File: src/rtl/write_command_register_pkg.sv
// write_command_register_pkg: shared FSM states, address selects and status bit positions.
package write_command_register_pkg;
  typedef enum logic [1:0] {EMPTY, ONE, TWO} wcrState_t;
  localparam logic ADDR_CMD = 1'b0;
  localparam logic ADDR_STATUS = 1'b1;
  localparam int STAT_PENDING = 0;
  localparam int STAT_FULL = 1;
  localparam int STAT_OVERFLOW = 2;
endpackage

File: src/rtl/write_command_register_if.sv
// write_command_register_if: processor register port plus I/O command handoff.
interface write_command_register_if #(parameter int DATA_WIDTH = 32);
  logic Sys_RegSelect;
  logic Sys_AddrSel;
  logic Sys_WrEn;
  logic Sys_RdEn;
  logic [DATA_WIDTH-1:0] Sys_WrData;
  logic [DATA_WIDTH-1:0] Sys_RdData;
  logic Sys_Irq;
  logic [DATA_WIDTH-1:0] IO_Data;
  logic IO_Valid;
  logic IO_Ack;
  modport master (
    output Sys_RegSelect, Sys_AddrSel, Sys_WrEn, Sys_RdEn, Sys_WrData, IO_Ack,
    input Sys_RdData, Sys_Irq, IO_Data, IO_Valid
  );
  modport slave (
    input Sys_RegSelect, Sys_AddrSel, Sys_WrEn, Sys_RdEn, Sys_WrData, IO_Ack,
    output Sys_RdData, Sys_Irq, IO_Data, IO_Valid
  );
endinterface

File: src/rtl/write_command_register.sv
// write_command_register: two-entry command FIFO from processor writes to I/O logic.
// Define WCR_OVERFLOW_DETECT_EN to add the sticky overflow flag, status bit 2 and Sys_Irq.
module write_command_register
  import write_command_register_pkg::*;
#(
  parameter int DATA_WIDTH = 32,
  parameter logic [DATA_WIDTH-1:0] RESET_VALUE = '0
) (
  input logic Clock,
  input logic Reset,
  write_command_register_if.slave bus
);
  wcrState_t state, stateNext;
  logic [DATA_WIDTH-1:0] outData, outNext, holdData, holdNext, status;
  logic accept, consume, overflow;
  assign accept = bus.Sys_WrEn & bus.Sys_RegSelect & (bus.Sys_AddrSel == ADDR_CMD);
  assign consume = bus.IO_Ack & bus.IO_Valid;
  always_ff @(posedge Clock or negedge Reset)
    if (!Reset) begin
      state <= EMPTY;
      outData <= RESET_VALUE;
      holdData <= '0;
    end else begin
      state <= stateNext;
      outData <= outNext;
      holdData <= holdNext;
    end
  // A write while both stages are occupied and nothing drains is dropped
  always_comb begin
    stateNext = state;
    outNext = outData;
    holdNext = holdData;
    case (state)
      EMPTY: begin
        stateNext = accept ? ONE : EMPTY;
        outNext = accept ? bus.Sys_WrData : outData;
      end
      ONE: begin
        stateNext = accept ? (consume ? ONE : TWO) : (consume ? EMPTY : ONE);
        outNext = (accept & consume) ? bus.Sys_WrData : outData;
        holdNext = (accept & ~consume) ? bus.Sys_WrData : holdData;
      end
      TWO: begin
        stateNext = (consume & ~accept) ? ONE : TWO;
        outNext = consume ? holdData : outData;
        holdNext = (consume & accept) ? bus.Sys_WrData : holdData;
      end
      default: stateNext = EMPTY;
    endcase
  end
`ifdef WCR_OVERFLOW_DETECT_EN
  logic statusRead, ovfEvent;
  assign statusRead = bus.Sys_RdEn & bus.Sys_RegSelect & (bus.Sys_AddrSel == ADDR_STATUS);
  assign ovfEvent = (state == TWO) & accept & ~consume;
  always_ff @(posedge Clock or negedge Reset)
    if (!Reset) overflow <= 1'b0;
    else overflow <= ovfEvent | (overflow & ~statusRead);
`else
  assign overflow = 1'b0;
`endif
  always_comb begin
    status = '0;
    status[STAT_PENDING] = state != EMPTY;
    status[STAT_FULL] = state == TWO;
    status[STAT_OVERFLOW] = overflow;
  end
  assign bus.IO_Valid = state != EMPTY;
  assign bus.IO_Data = outData;
  assign bus.Sys_Irq = overflow;
  assign bus.Sys_RdData = (bus.Sys_AddrSel == ADDR_STATUS) ? status : outData;
endmodule

File: src/flat_wrapper.sv
// flat-port wrapper written by rule: the top's interface ports become plain ports
module write_command_register_flat import write_command_register_pkg::*;
#(
  parameter int DATA_WIDTH = 32,
  parameter logic [DATA_WIDTH-1:0] RESET_VALUE = '0
)
  (Clock, Reset, bus_Sys_RegSelect, bus_Sys_AddrSel, bus_Sys_WrEn, bus_Sys_RdEn, bus_Sys_WrData, bus_IO_Ack, bus_Sys_RdData, bus_Sys_Irq, bus_IO_Data, bus_IO_Valid);
  write_command_register_if #(.DATA_WIDTH(DATA_WIDTH)) bus_i ();
  input logic Clock;
  input logic Reset;
  input wire logic [$bits(bus_i.Sys_RegSelect)-1:0] bus_Sys_RegSelect;
  input wire logic [$bits(bus_i.Sys_AddrSel)-1:0] bus_Sys_AddrSel;
  input wire logic [$bits(bus_i.Sys_WrEn)-1:0] bus_Sys_WrEn;
  input wire logic [$bits(bus_i.Sys_RdEn)-1:0] bus_Sys_RdEn;
  input wire logic [$bits(bus_i.Sys_WrData)-1:0] bus_Sys_WrData;
  input wire logic [$bits(bus_i.IO_Ack)-1:0] bus_IO_Ack;
  output wire logic [$bits(bus_i.Sys_RdData)-1:0] bus_Sys_RdData;
  output wire logic [$bits(bus_i.Sys_Irq)-1:0] bus_Sys_Irq;
  output wire logic [$bits(bus_i.IO_Data)-1:0] bus_IO_Data;
  output wire logic [$bits(bus_i.IO_Valid)-1:0] bus_IO_Valid;
  assign bus_i.Sys_RegSelect = bus_Sys_RegSelect;
  assign bus_i.Sys_AddrSel = bus_Sys_AddrSel;
  assign bus_i.Sys_WrEn = bus_Sys_WrEn;
  assign bus_i.Sys_RdEn = bus_Sys_RdEn;
  assign bus_i.Sys_WrData = bus_Sys_WrData;
  assign bus_i.IO_Ack = bus_IO_Ack;
  assign bus_Sys_RdData = bus_i.Sys_RdData;
  assign bus_Sys_Irq = bus_i.Sys_Irq;
  assign bus_IO_Data = bus_i.IO_Data;
  assign bus_IO_Valid = bus_i.IO_Valid;
  write_command_register #(.DATA_WIDTH(DATA_WIDTH), .RESET_VALUE(RESET_VALUE)) u_core (.Clock(Clock), .Reset(Reset), .bus(bus_i));
endmodule
File: config.mk
export PLATFORM = sky130hd
export DESIGN_NAME = write_command_register_flat
export DESIGN_NICKNAME = d
export VERILOG_FILES = /design/src/rtl/write_command_register_pkg.sv /design/src/rtl/write_command_register_if.sv /design/src/rtl/write_command_register.sv /design/src/flat_wrapper.sv
export SDC_FILE = /design/constraint.sdc
export NUM_CORES = 1
export LEC_CHECK = 0
export CORE_MARGIN = 2
export CORE_UTILIZATION = 50
export CTS_BUF_LIST = sky130_fd_sc_hd__clkbuf_16
export DETAILED_ROUTE_END_ITERATION = 6
export GPL_TIMING_DRIVEN = 1
export PLACE_DENSITY = 0.86
export SETUP_SLACK_MARGIN = 0.5
export SYNTH_ARGS = -nofsm -noshare
export SYNTH_HDL_FRONTEND = slang
export SYNTH_SLANG_ARGS = --single-unit
File: constraint.sdc
create_clock -name Clock -period 4.04 [get_ports Clock]
set_input_delay 0.404 -clock Clock [delete_from_list [all_inputs] [get_ports Clock]]
set_output_delay 0.404 -clock Clock [all_outputs]
set_load 0.01 [all_outputs]
## After elaboration in Yosys (flattened, before gate mapping)

Index checks and enable logic that the tools add are counted.

- Output and inout port bits: 66
- Bits in read-only memories: 0
- Bits of input ports: 39
- Memory bits (writable): 0
- Latch bits: 0
- Bits in registers: 66
- Word-level logic and storage cells: 38
- Memories: 0

- Muxes and demuxes: 13
- Bitwise logic cells: 9
- $mul: 0
- Reductions and logical operators: 6
- Equality and inequality tests: 7
- $lt $le $gt $ge: 0
- Shift-type cells: 0
- Divide/modulo/power cells: 0
- $add $sub $neg: 0

Operator list:

| cell | count |
|---|---|
| $mux 32 | 5 |
| $pmux 32 s3 | 1 |
| $pmux 32 s2 | 1 |
| $and 1x1->1 | 6 |
| $mux 2 | 3 |
| $ne 2x1->1 const B | 3 |
| $pmux 2 s3 | 1 |
| $ne 2x2->1 const B | 2 |
| $reduce_and 4->1 | 1 |
| $reduce_bool 2->1 | 2 |
| $not 1->1 | 3 |
| $reduce_and 3->1 | 1 |
| $reduce_bool 3->1 | 1 |
| $eq 2x1->1 const B | 1 |
| $eq 2x2->1 const B | 1 |
| $logic_not 2->1 | 1 |
| $mux 1 | 2 |

## Depth between registers and ports, before layout

- Depth in word-level cells: 6
- Mapped depth: 7
- Gate-level depth less buffers: 6

## Worst setup path after synthesis

No wires, ideal clock.

- Kind: flip-flop to flip-flop
- Start: reg u_core.state[0]
- End: reg u_core.outData[13], in the netlist u_core.bus.IO_Data[13]
- Buffers on the path: 1
- Arrival time: 1.827 ns
- Cell stages (with the launch flop): 8
- Clock period less this slack: 1.952 ns
- Slack: 2.088 ns
- Data required time: 3.915 ns
- Cell sequence: dfrtp_1 -> nor2_2 -> and2b_1 -> ha_1 -> nor2b_1 -> a221oi_4 -> buf_6 -> mux2_4

- Word-level cells in the longest chain between the ends: 5
- Elaborated cells between the ends (all ways): 12

RTL lines:

| what | RTL line | source |
|---|---|---|
| start, declared | write_command_register.sv:13 | `wcrState_t state, stateNext;` |
| start signal, assigned | write_command_register.sv:24 | `state <= stateNext;` |
| $reduce_bool 2->1 | write_command_register.sv:67 | `assign bus.IO_Valid = state != EMPTY;` |
| $and 1x1->1 | write_command_register.sv:17 | `assign consume = bus.IO_Ack & bus.IO_Valid;` |
| $and 1x1->1 | write_command_register.sv:40 | `outNext = (accept & consume) ? bus.Sys_WrData : outData;` |
| $ne 2x1->1 (no source line) | - |  |
| $reduce_and 4->1 (no source line) | - |  |
| end signal, assigned | write_command_register.sv:25 | `outData <= outNext;` |
| end, declared | write_command_register.sv:14 | `logic [DATA_WIDTH-1:0] outData, outNext, holdData, holdNext, status;` |

Several ways; a longest one is shown, not always the timed one.
A chain may end at the register's enable or synchronous reset.

## Worst setup path after layout

- Start: reg u_core.state[1]
- End: out bus_Sys_RdData[1]

- Word-level cells in the longest chain between the ends: 2

RTL lines:

| what | RTL line | source |
|---|---|---|
| $eq 2x2->1 | write_command_register.sv:64 | `status[STAT_FULL] = state == TWO;` |
| $mux 32 | write_command_register.sv:70 | `assign bus.Sys_RdData = (bus.Sys_AddrSel == ADDR_STATUS) ? status : outData;` |
| end, declared | flat_wrapper.sv:17 | `output wire logic [$bits(bus_i.Sys_RdData)-1:0] bus_Sys_RdData;` |

No other way between the ends.

==> results.md <==
- Global-route wire length before repair: 11300 um
- Synth top area share: 50.3%
- Largest net degree at the start of global routing: 36
- Hold-fix buffers, CTS: 0
- Gr usage total: 20.0%
- HPWL after detailed placement: 4700 um
- DR DRC count: 0
- CP startpoint: u_core.state[1]
- Part of the power in registers: 34.9%
- Most frequent cell after synthesis: mux2_2
- # clock sinks: 66
- Chip Width: 85 um
- FF/Latch Area: 1650 um2
- Synth top cells by count: mux2_2 (87), dfrtp_1 (66), nor2b_1 (31)
- Fraction of registers with async set/reset: 100%
- Leakage: 1.96 nW
- Post-Syn Area: 3280 um2
- Site row count: 29
- Antenna cells: 0
- Initial drt markers: 41
- Die area: 7230 um2
- R2R Path Start: u_core.state[0]
- Setup tns final: 0 ps
- Critical path endpoint category: primary output
- Cell taking the most area after synthesis: dfrtp_1
- Critical Path Start Type: register
- H-tree depth: 3
- Clk slew on worst S/H paths: 50 ps
- CTS tree: built
- Seq/Total Area, Yosys: 50.3%
- Fin cells: 414
- Syn_nets: 267
- # fillers: 427
- Routed length on met2: 3390 um
- Delay of the slowest cell on the worst path: 570 ps
- Final worst path period need: 2910 ps
- Critical path class: register to primary output
- Cell Int Power: 2.47 mW
- P&R area growth vs syn: 41.2%
- Port Buffer Count: 102
- Met3 Wirelength: 379 um
- Setup violators final: 0
- Yosys warns: 0
- Netlist cell types: 25
- Max-cap violations: 0
- DRT Pass-1 Iters: 4
- # placed instances: 398
- Via count: 2156
- Remaining global-route overflow: 0
- Ports: 105
- Max-slew headroom: 53.8%
- Post-Route WL: 6840 um
- Synth area leaders: dfrtp_1 (50%), mux2_2 (30%), nor2b_1 (5.9%)
- F_max: 0.343 GHz
- Syn Area/Cell: 14.5 um2
- Final Cycle Share: 72.1%
- Remaining antenna violation count: 0
- Clk_skew: 6.19 ps
- Switching share of power: 28.6%
- EDFF count, synth: 0
- Required time worst endpoint: 3640 ps
- Layout Nets: 372
- Met1 WL: 2980 um
- Root Buffer: clkbuf_16
- Postcts setup bufs: 0
- Die Y: 85 um
- Max-slew violations: 0
- Proportion of layout cells with a drive suffix above 1: 37.4%
- Final hold slack: 119 ps
- Routed length per instance: 16.5 um
- P_sw: 988 uW
- Final Hold Vio Count: 0
- Top layer in use: met4
- Cells after Synth: 227
- Crit Path Max Fanout: 19
- Worst Tran Pin Value: 693 ps
- Yosys reg bits: 66
- Critical Path AT: 2510 ps
- Peak VDD IR: 0.420 mV
- HP Class: primary input to async pin
- Post-CTS Resized: 0
- Later-pin clock latency in the skew report: 330 ps
- Critical path's slowest cell: nor2b_4
- Combinational power share: 41.2%
- Core footprint: 6350 um2
- RSZ-0062 raised after global routing: no
- Vias per inst: 5.21
- Routability cong.: 0.756
- Status: completed
- CTS buffer count: 9
- Vias in the first global route: 2254
- Footprint of the multi-input gates: 1500 um2
- Worst-path cell chain: nor2b_4 > buf_4 > mux2_2 > clkdlybuf4s50_1
- Initial core utilization: 51.7%
- Initial antenna violation count: 0
- Pwr dens: 746 nW/um2
- Ys flop type: dfrtp_1
- Worst-case clock buffer depth: 2
- Clock power frac: 24.0%
-- flip-flops by register name (all words and copies together), names as in the netlist --
signal / cells
u_core.bus.IO_Data: 32
u_core.holdData: 32
u_core.state: 2
-- worst paths after layout --
check	to	depth (start not counted)	slack, ps
setup reg to reg	u_core.holdData[3]	6	1410
hold reg to reg	u_core.holdData[5]	1	490
max in group asynchronous	u_core.holdData[30]	2	3000
hold / removal	u_core.bus.IO_Data[26]	1	120
setup / recovery	bus_Sys_RdData[1]	4	1130
min in group Clock	u_core.holdData[5]	1	490
-- cells in the final DEF, fill, tap and decap left out --
cell type,n
clkinvlp_4,2
dfrtp_1,66
nor2_1,2
nand3b_4,1
and2b_1,1
nand2_1,1
nand3_1,1
nor2_2,1
conb_1,1
a32oi_4,1
a221oi_4,1
mux2_1,1
a32o_1,1
clkinv_4,1
clkinv_2,2
o21ai_0,1
clkdlybuf4s50_1,101
clkbuf_16,9
nand2b_1,1
mux2_4,10
ha_1,1
buf_2,1
bufinv_16,2
a21oi_1,1
buf_4,6
nor2b_1,31
mux2_2,87
inv_2,1
inv_1,1
nor2b_4,1
-- per-layer routing --
layer | global-route usage [%] | vias up
met5 | 0 | -
met2 | 32.9 | 61
met3 | 4.09 | 10
met1 | 25.4 | 1081
li1 | - | 1004
met4 | 9.09 | 0
-- layout make-up --
class / instances / area share, %
clock buffers: 9 / 4.86
clock inverters: 7 / 2.03
inverters: 2 / 0.162
multi-input cells: 145 / 32.3
flip-flops and latches: 66 / 35.7
well taps: 77 / 2.08
repair buffers: 108 / 22.9
-- power groups by stage --
| stage | Clock (mW) | Combinational (mW) | Sequential (mW) |
|---|---|---|---|
| after CTS | 0.836 | 1.44 | 1.21 |
| after floorplan | 0 | 0.724 | 1.23 |
| final | 0.828 | 1.42 | 1.21 |
| after detailed placement | 0 | 1.43 | 1.21 |
| after global placement | 0 | 1.40 | 1.19 |
| after global routing | 0.864 | 1.52 | 1.25 |
-- cell families (layout without fill, tap and decap cells) --
family	Yosys count	count (layout)	share of synthesized area (%)
AOI/OAI and AO/OA	5	5	2.25
and+or+nand+nor	40	40	7.90
adders and majority gates	1	1	0.381
DFF	66	66	50.3
other	1	1	0.114
buffers and inverters	16	126	4.23
muxes	98	98	34.8
-- worst max-delay path, delay by kind of cell (launching register included) --
| kind | cells | cell delay [ps] |
|---|---|---|
| buffers and inverters | 2 | 910 |
| DFF | 1 | 480 |
| and+or+nand+nor | 1 | 570 |
| muxes | 1 | 210 |
-- stage by stage --
step                      setup slack, ps  power (mW)  cell area [um2]  utilization [%]
after floorplan                      2090        1.96             3280                -
after global placement               1210        2.59             4310             67.9
after detailed placement             1210        2.64             4310             67.9
after CTS                            1120        3.49             4630             72.9
after global routing                 1030        3.64             4630             72.9
final                                1130        3.46             4630             72.9
Note: power is estimated with default switching activity, not from simulation.
